<file path="config.mk">
export PLATFORM = sky130hd
export DESIGN_NAME = lane_wb_arbiter_flat
export DESIGN_NICKNAME = d
export VERILOG_FILES = /design/src/rtl/lane_wb_arbiter_pkg.sv /design/src/rtl/lane_wb_arbiter_if.sv /design/src/rtl/lane_wb_arbiter_fifo.sv /design/src/rtl/lane_wb_arbiter.sv /design/src/flat_wrapper.sv
export SDC_FILE = /design/constraint.sdc
export NUM_CORES = 2
export LEC_CHECK = 0
export BUFFER_PORTS_ARGS = -buffer_cell sky130_fd_sc_hd__buf_2
export CAP_MARGIN = 30
export CORE_MARGIN = 2
export CORE_UTILIZATION = 50
export DETAILED_ROUTE_END_ITERATION = 10
export MAX_ROUTING_LAYER = met4
export PLACE_DENSITY = 0.68
export SLEW_MARGIN = 15
export SYNTH_ARGS = -nofsm -noshare
export SYNTH_HDL_FRONTEND = slang
export SYNTH_SLANG_ARGS = --single-unit
</file>
<file path="constraint.sdc">
create_clock -name CLK -period 17.9 [get_ports CLK]
set_clock_uncertainty 0.2 [all_clocks]
set_input_delay 1.79 -clock CLK [delete_from_list [all_inputs] [get_ports CLK]]
set_output_delay 1.79 -clock CLK [all_outputs]
set_load 0.01 [all_outputs]
</file>
<file path="src/rtl/lane_wb_arbiter_pkg.sv">
// Shared types and defaults for the vector-lane writeback arbiter.
// Row payloads are sized for the default lane geometry.
package lane_wb_arbiter_pkg;

    localparam int NUM_FU_DEF    = 4;
    localparam int SLICE_W_DEF   = 8;
    localparam int DATA_W_DEF    = 16;
    localparam int VREG_W_DEF    = 5;
    localparam int BUF_DEPTH_DEF = 2;

    typedef enum logic [2:0] {
        FU_ALU  = 3'd0,
        FU_SQRT = 3'd1,
        FU_EXP  = 3'd2,
        FU_MUL  = 3'd3,
        FU_DIV  = 3'd4
    } fu_id_e;

    typedef struct packed {
        logic [VREG_W_DEF-1:0]                  vd;
        logic [SLICE_W_DEF-1:0][DATA_W_DEF-1:0] data;
        logic [SLICE_W_DEF-1:0]                 wen;
    } wb_row_t;

endpackage

</file>
<file path="src/rtl/lane_wb_arbiter_if.sv">
// Functional-unit element streams and register-file write port
// of the writeback arbiter.
interface lane_wb_arbiter_if
    import lane_wb_arbiter_pkg::*;
#(
    parameter int NUM_FU  = NUM_FU_DEF,
    parameter int SLICE_W = SLICE_W_DEF,
    parameter int DATA_W  = DATA_W_DEF,
    parameter int VREG_W  = VREG_W_DEF,
    parameter int IDX_W   = $clog2(SLICE_W),
    parameter int SRC_W   = (NUM_FU > 1) ? $clog2(NUM_FU) : 1
);

    logic [NUM_FU-1:0]         fu_valid;
    logic [NUM_FU-1:0]         fu_ready;
    logic [NUM_FU*IDX_W-1:0]   fu_idx;
    logic [NUM_FU*DATA_W-1:0]  fu_data;
    logic [NUM_FU-1:0]         fu_mask;
    logic [NUM_FU*VREG_W-1:0]  fu_vd;
    logic [NUM_FU-1:0]         fu_last;

    logic                      wb_valid;
    logic                      wb_ready;
    logic [VREG_W-1:0]         wb_vd;
    logic [SLICE_W*DATA_W-1:0] wb_data;
    logic [SLICE_W-1:0]        wb_wen;
    logic [SRC_W-1:0]          wb_src;

    modport master (
        output fu_valid, fu_idx, fu_data,
        output fu_mask, fu_vd, fu_last,
        output wb_ready,
        input  fu_ready,
        input  wb_valid, wb_vd, wb_data,
        input  wb_wen, wb_src
    );

    modport slave (
        input  fu_valid, fu_idx, fu_data,
        input  fu_mask, fu_vd, fu_last,
        input  wb_ready,
        output fu_ready,
        output wb_valid, wb_vd, wb_data,
        output wb_wen, wb_src
    );

endinterface

</file>
<file path="src/rtl/lane_wb_arbiter_fifo.sv">
// Completed-row queue: circular buffer with wrap-around pointers.
// No bypass; push only when count < BUF_DEPTH, pop only when non-empty.
module lane_wb_arbiter_fifo
    import lane_wb_arbiter_pkg::*;
#(
    parameter int  BUF_DEPTH = BUF_DEPTH_DEF,
    parameter type T         = wb_row_t,
    parameter int  CNT_W     = $clog2(BUF_DEPTH + 1)
) (
    input  logic             CLK,
    input  logic             RST,
    input  logic             push,
    input  T                 din,
    input  logic             pop,
    output T                 head,
    output logic [CNT_W-1:0] count
);

    localparam int PTR_W = (BUF_DEPTH > 1) ? $clog2(BUF_DEPTH) : 1;

    T                 mem [BUF_DEPTH];
    logic [PTR_W-1:0] wr_ptr;
    logic [PTR_W-1:0] rd_ptr;

    function automatic logic [PTR_W-1:0] nxt(
        input logic [PTR_W-1:0] p
    );
        return (p == PTR_W'(BUF_DEPTH - 1)) ? '0 : p + 1'b1;
    endfunction

    assign head = mem[rd_ptr];

    always_ff @(posedge CLK) begin
        if (RST) begin
            wr_ptr <= '0;
            rd_ptr <= '0;
            count  <= '0;
        end else begin
            if (push) begin
                mem[wr_ptr] <= din;
                wr_ptr      <= nxt(wr_ptr);
            end
            if (pop) begin
                rd_ptr <= nxt(rd_ptr);
            end
            unique case ({push, pop})
                2'b10:   count <= count + 1'b1;
                2'b01:   count <= count - 1'b1;
                default: count <= count;
            endcase
        end
    end

endmodule

</file>
<file path="src/rtl/lane_wb_arbiter.sv">
// Vector-lane writeback: per-channel row assembly, row queues and a
// round-robin arbiter onto the register-file write port.
module lane_wb_arbiter
    import lane_wb_arbiter_pkg::*;
#(
    parameter int NUM_FU    = NUM_FU_DEF,
    parameter int SLICE_W   = SLICE_W_DEF,
    parameter int DATA_W    = DATA_W_DEF,
    parameter int VREG_W    = VREG_W_DEF,
    parameter int BUF_DEPTH = BUF_DEPTH_DEF,
    parameter int IDX_W     = $clog2(SLICE_W)
) (
    input logic CLK,
    input logic RST,
    lane_wb_arbiter_if.slave bus
);

    localparam int SRC_W = (NUM_FU > 1) ? $clog2(NUM_FU) : 1;
    localparam int CNT_W = $clog2(BUF_DEPTH + 1);

    typedef struct packed {
        logic [VREG_W-1:0]              vd;
        logic [SLICE_W-1:0][DATA_W-1:0] data;
        logic [SLICE_W-1:0]             wen;
    } row_t;

    row_t              head [NUM_FU];
    logic [NUM_FU-1:0] nonempty;
    logic [NUM_FU-1:0] pop;

    logic [SRC_W-1:0]  rr_ptr;
    logic [SRC_W-1:0]  pick;
    logic [SRC_W-1:0]  grant;
    logic [SRC_W-1:0]  lock_src;
    logic              lock;
    logic              any;
    logic              hs;

    for (genvar i = 0; i < NUM_FU; i++) begin : g_ch
        logic [IDX_W-1:0] idx;
        logic             last;
        logic             acc;
        logic             push;
        logic [CNT_W-1:0] cnt;
        row_t             asm_r;
        row_t             mrg;
        row_t             hd;

        assign idx  = bus.fu_idx[i*IDX_W +: IDX_W];
        assign last = bus.fu_last[i];

        assign bus.fu_ready[i] =
            !RST && (cnt < CNT_W'(BUF_DEPTH));
        assign acc = bus.fu_valid[i] && bus.fu_ready[i];

        always_comb begin
            mrg           = asm_r;
            mrg.vd        = bus.fu_vd[i*VREG_W +: VREG_W];
            mrg.data[idx] = bus.fu_data[i*DATA_W +: DATA_W];
            mrg.wen[idx]  = bus.fu_mask[i];
        end

        // All-masked rows complete the op but never reach the queue.
        assign push = acc && last && (|mrg.wen);

        always_ff @(posedge CLK) begin
            if (RST) begin
                asm_r <= '0;
            end else if (acc) begin
                asm_r.vd   <= mrg.vd;
                asm_r.data <= mrg.data;
                asm_r.wen  <= last ? '0 : mrg.wen;
            end
        end

        lane_wb_arbiter_fifo #(
            .BUF_DEPTH (BUF_DEPTH),
            .T         (row_t)
        ) u_fifo (
            .CLK   (CLK),
            .RST   (RST),
            .push  (push),
            .din   (mrg),
            .pop   (pop[i]),
            .head  (hd),
            .count (cnt)
        );

        assign head[i]     = hd;
        assign nonempty[i] = (cnt != '0);
    end

    always_comb begin
        int c;
        logic found;
        c     = 0;
        found = 1'b0;
        pick  = '0;
        for (int k = 0; k < NUM_FU; k++) begin
            c = (int'(rr_ptr) + k) % NUM_FU;
            if (!found && nonempty[SRC_W'(c)]) begin
                found = 1'b1;
                pick  = SRC_W'(c);
            end
        end
    end

    // A stalled grant stays put so a late arrival cannot preempt it.
    assign grant = lock ? lock_src : pick;
    assign any   = |nonempty;
    assign hs    = any && bus.wb_ready;
    assign pop   = hs ? (NUM_FU'(1) << grant) : '0;

    assign bus.wb_valid = any;
    assign bus.wb_vd    = any ? head[grant].vd   : '0;
    assign bus.wb_data  = any ? head[grant].data : '0;
    assign bus.wb_wen   = any ? head[grant].wen  : '0;
    assign bus.wb_src   = any ? grant            : '0;

    always_ff @(posedge CLK) begin
        if (RST) begin
            rr_ptr   <= '0;
            lock     <= 1'b0;
            lock_src <= '0;
        end else begin
            lock     <= any && !bus.wb_ready;
            lock_src <= grant;
            if (hs) begin
                rr_ptr <= (grant == SRC_W'(NUM_FU - 1))
                        ? '0 : grant + 1'b1;
            end
        end
    end

endmodule

</file>
<file path="src/flat_wrapper.sv">
// flat-port wrapper written by rule: the top's interface ports become plain ports
module lane_wb_arbiter_flat import lane_wb_arbiter_pkg::*;
#(
    parameter int NUM_FU    = NUM_FU_DEF,
    parameter int SLICE_W   = SLICE_W_DEF,
    parameter int DATA_W    = DATA_W_DEF,
    parameter int VREG_W    = VREG_W_DEF,
    parameter int BUF_DEPTH = BUF_DEPTH_DEF,
    parameter int IDX_W     = $clog2(SLICE_W)
)
  (CLK, RST, bus_fu_valid, bus_fu_idx, bus_fu_data, bus_fu_mask, bus_fu_vd, bus_fu_last, bus_wb_ready, bus_fu_ready, bus_wb_valid, bus_wb_vd, bus_wb_data, bus_wb_wen, bus_wb_src);
  lane_wb_arbiter_if #(.NUM_FU(NUM_FU), .SLICE_W(SLICE_W), .DATA_W(DATA_W), .VREG_W(VREG_W), .IDX_W(IDX_W)) bus_i ();
  input logic CLK;
  input logic RST;
  input wire logic [$bits(bus_i.fu_valid)-1:0] bus_fu_valid;
  input wire logic [$bits(bus_i.fu_idx)-1:0] bus_fu_idx;
  input wire logic [$bits(bus_i.fu_data)-1:0] bus_fu_data;
  input wire logic [$bits(bus_i.fu_mask)-1:0] bus_fu_mask;
  input wire logic [$bits(bus_i.fu_vd)-1:0] bus_fu_vd;
  input wire logic [$bits(bus_i.fu_last)-1:0] bus_fu_last;
  input wire logic [$bits(bus_i.wb_ready)-1:0] bus_wb_ready;
  output wire logic [$bits(bus_i.fu_ready)-1:0] bus_fu_ready;
  output wire logic [$bits(bus_i.wb_valid)-1:0] bus_wb_valid;
  output wire logic [$bits(bus_i.wb_vd)-1:0] bus_wb_vd;
  output wire logic [$bits(bus_i.wb_data)-1:0] bus_wb_data;
  output wire logic [$bits(bus_i.wb_wen)-1:0] bus_wb_wen;
  output wire logic [$bits(bus_i.wb_src)-1:0] bus_wb_src;
  assign bus_i.fu_valid = bus_fu_valid;
  assign bus_i.fu_idx = bus_fu_idx;
  assign bus_i.fu_data = bus_fu_data;
  assign bus_i.fu_mask = bus_fu_mask;
  assign bus_i.fu_vd = bus_fu_vd;
  assign bus_i.fu_last = bus_fu_last;
  assign bus_i.wb_ready = bus_wb_ready;
  assign bus_fu_ready = bus_i.fu_ready;
  assign bus_wb_valid = bus_i.wb_valid;
  assign bus_wb_vd = bus_i.wb_vd;
  assign bus_wb_data = bus_i.wb_data;
  assign bus_wb_wen = bus_i.wb_wen;
  assign bus_wb_src = bus_i.wb_src;
  lane_wb_arbiter #(.NUM_FU(NUM_FU), .SLICE_W(SLICE_W), .DATA_W(DATA_W), .VREG_W(VREG_W), .BUF_DEPTH(BUF_DEPTH), .IDX_W(IDX_W)) u_core (.CLK(CLK), .RST(RST), .bus(bus_i));
endmodule
</file>
==> flow_metrics.py <==
metrics = {
    "yosys": {
        "yosysUniqueCellTypes": 58,
        "synth-edff-count": 1128,
        "synth.net_count": 5116,
        "syn_area_cell_um2": 14.6,
        "ys_seq_elements": 1697,
        "dominantRegCellSynth": "sky130_fd_sc_hd__edfxtp_1",
        "ys_seq_area_share_pct": 62.1,
        "postSynthCellCount": 5000,
        "synth-warning-count": 0,
        "post_synth_instance_area_um2": 72900,
        "async_reset_ff_share_pct": 0,
    },
    "timing": {
        "unrepaired_setup_endpoints_after_global_routing": "no",
        "timing_max_transition_violations_final": 0,
        "max_clock_freq_ghz": 0.144,
        "tightestPinTransition_ns": 1.15,
        "timing.setup.tns_ns": 0,
        "finalHoldViolCount": 0,
        "period_share_pct": 38.7,
        "slew_headroom_pct": 23.4,
        "min_period_ns": 6.93,
        "finalSetupViolCount": 0,
    },
    "die": {
        "floorplan.core_area_um2": 145000,
        "die_height_um": 386,
        "dieWidth_um": 386,
        "initial_core_util_pct": 50.2,
        "die_area_um2": 149000,
        "row_count": 140,
        "boundaryPins": 259,
    },
    "global_routing": {
        "overflow": 0,
        "grtUsageTotal_pct": 29.9,
        "grt_antenna_before_repair": 28,
        "grt_start_max_net_pins": 147,
        "first_global_vias": 40900,
        "grt_first_pass_wirelength_um": 305000,
    },
    "routing": {
        "detail_route.first_pass.iterations": 6,
        "initialDrtViolationCount": 5466,
        "viasPerCell": 5.99,
        "drt-total-wl_um": 219000,
        "vias": 43600,
        "post-route-drc-count": 0,
        "wire_per_inst_um": 30.1,
        "number_of_nets_with_antenna_violations_after_routing": 0,
    },
    "finish": {
        "final_net_count": 5335,
        "drive_above_1_share_pct": 31.5,
        "area_delta_synth_final_pct": 12.7,
    },
    "clocking": {
        "clock_path_buffers": 3,
        "clk-insertion-delay-late_ns": 0.81,
        "clockRootBuffer": "sky130_fd_sc_hd__clkbuf_16",
        "clkTransAtPathRegs_ns": 0.06,
        "cts_sink_count": 1697,
        "cts_inserted_buffers": 172,
        "cts_tree": "yes",
        "cts.hold.buffers_added": 0,
        "post_cts_resized": 0,
        "postCtsSetupBuffers": 0,
        "clock_tree.htree_level_count": 4,
    },
    "critical_path": {
        "crit_arrival_ns": 4.94,
        "cp_max_fo": 67,
        "crit_path_start_kind": "register",
        "timing_worst_setup_path_type": "register to output pin",
        "worst_ep_required_time_ns": 15.91,
        "endpoint_kind": "output pin",
    },
    "status": {
        "outcome": "finished clean",
    },
    "power_and_ir_drop": {
        "static-leakage-power_nw": 30.1,
        "power_per_cell_area_nw_per_um2": 131,
        "vdd_ir_drop_max_uv": 117,
        "totalPowerFinal_w": 0.0107,
    },
    "flow_run": {
        "timing.max_cap.violations": 0,
    },
    "placed_design": {
        "hpwlAfterDp_um": 140000,
        "place.port_buffers": 258,
        "gpl.final_weighted_congestion": 0.899,
    },
    "worst_hold_path": {
        "hp-class": "register to register",
    },
}
[final cells by class]
type                            count  area (µm²)
Fill cell                       11300       63100
Sequential cell                  1697       45300
Multi-Input combinational cell   2973       26400
Clock buffer                      241        4860
Timing Repair Buffer              361        2410
Tap cell                         1917        2400
Clock inverter                     79         691
Inverter                           14        60.1
Antenna cell                        8        20.0
[synthesized netlist by cell type (all sizes together) (4+ instances only)]
cell | n | share of area (%)
edfxtp | 1128 | 46
nand4 | 4 | 0.034
a21oi | 14 | 0.10
nand3 | 8 | 0.055
a21o | 4 | 0.041
xnor2 | 5 | 0.060
a32o | 140 | 1.9
nor3b | 13 | 0.20
mux2 | 1040 | 16
o21ai | 23 | 0.16
nor2 | 68 | 0.35
nand3b | 12 | 0.12
xor2 | 4 | 0.048
a22oi | 32 | 0.33
buf | 72 | 0.62
nor2b | 521 | 4.5
mux2i | 705 | 9.7
ha | 5 | 0.086
nor3 | 10 | 0.13
nand2 | 320 | 1.6
inv | 14 | 0.072
or2 | 4 | 0.034
nand2b | 9 | 0.077
dfxtp | 569 | 16
clkbuf | 244 | 1.3
or3 | 5 | 0.043
[final timing paths]
| check | startpoint | to | slack (ns) | cells after the start |
|---|---|---|---|---|
| min reg2reg | u_core.g_ch[2].asm_r[6] | u_core.g_ch[2].asm_r[6] | 0.31 | 2 |
| max reg2reg | u_core.g_ch[1].u_fifo.count[1] | u_core.g_ch[2].u_fifo.count[1] | 13.71 | 9 |
| min | u_core.g_ch[2].asm_r[6] | u_core.g_ch[2].asm_r[6] | 0.31 | 2 |
| max | u_core.g_ch[1].u_fifo.count[1] | bus_wb_data[28] | 10.97 | 11 |
[metal layers]
layer | up-vias | routed length, µm | GRT usage (%)
met1 | 22300 | 95500 | 42.4
li1 | 19000 | - | -
met3 | 309 | 22700 | 7.87
met4 | 0 | 6780 | 9.38
met2 | 2038 | 94500 | 41.6
met5 | - | 0 | -
[placed cells by master (no fill, tap or decap), drive strengths merged, types with 14 or more instances in the layout]
cell type and count:
clkbuf 243, a32o 140, nor2b 521, nand2 320, a21oi 14, dfxtp 569, nor2 68, buf 359
a22oi 32, mux2i 705, inv 18, o21ai 23, clkinv 61, mux2 1040, edfxtp 1128
[cells by family after synthesis]
group / after synthesis / synth area share (%)
AO/OA/AOI/OAI: 233 / 2.81
buffers and inverters: 330 / 1.94
flip-flops: 1697 / 62.1
XOR/XNOR: 9 / 0.108
adder cells (fa/ha/maj): 5 / 0.0858
multiplexers: 1745 / 25.7
AND/OR/NAND/NOR: 981 / 7.25
[critical path: stages, from the launching register on]
cell and delay, ns:
sky130_fd_sc_hd__dfxtp_1 0.34, sky130_fd_sc_hd__or2_1 0.34, sky130_fd_sc_hd__and3_1 0.21, sky130_fd_sc_hd__o211ai_1 0.21
sky130_fd_sc_hd__a31o_4 0.73, sky130_fd_sc_hd__buf_4 0.60, sky130_fd_sc_hd__buf_16 0.31, sky130_fd_sc_hd__buf_4 0.33
sky130_fd_sc_hd__buf_16 0.31, sky130_fd_sc_hd__mux2i_1 0.27, sky130_fd_sc_hd__a32o_1 0.19, sky130_fd_sc_hd__buf_2 0.14
[where the power goes]
group | leakage (nW) | internal (W) | total, W | switching, W
clock network | 2.73 | 0.00205 | 0.00356 | 0.00151
registers | 15.0 | 0.00428 | 0.00434 | 0.0000647
logic | 12.4 | 0.00101 | 0.00284 | 0.00183
[flip-flops by register name, summed over array words and instances, names as in the netlist, named ones only]
name / cells
u_core.g_ch.asm_r: 544
u_core.g_ch.u_fifo.count: 8
u_core.g_ch.u_fifo.mem: 1128
u_core.g_ch.u_fifo.rd_ptr: 4
u_core.g_ch.u_fifo.wr_ptr: 4
u_core.lock: 1
u_core.lock_src: 2
u_core.rr_ptr: 2
[metrics by stage]
step	area [µm²]	worst slack [ns]	hold slack [ns]	util, %	instances
2_1_floorplan	72900	7.77	0.250	-	5000
3_3_place_gp	76100	11.49	0.283	52.4	6930
4_1_cts	82000	10.67	0.314	56.4	7267
6_report	82200	10.97	0.313	56.6	7290
3_5_place_dp	76400	11.56	0.299	52.6	6947
5_1_grt	82100	10.79	0.350	56.6	7283
Note: power is estimated with default switching activity, not from simulation.
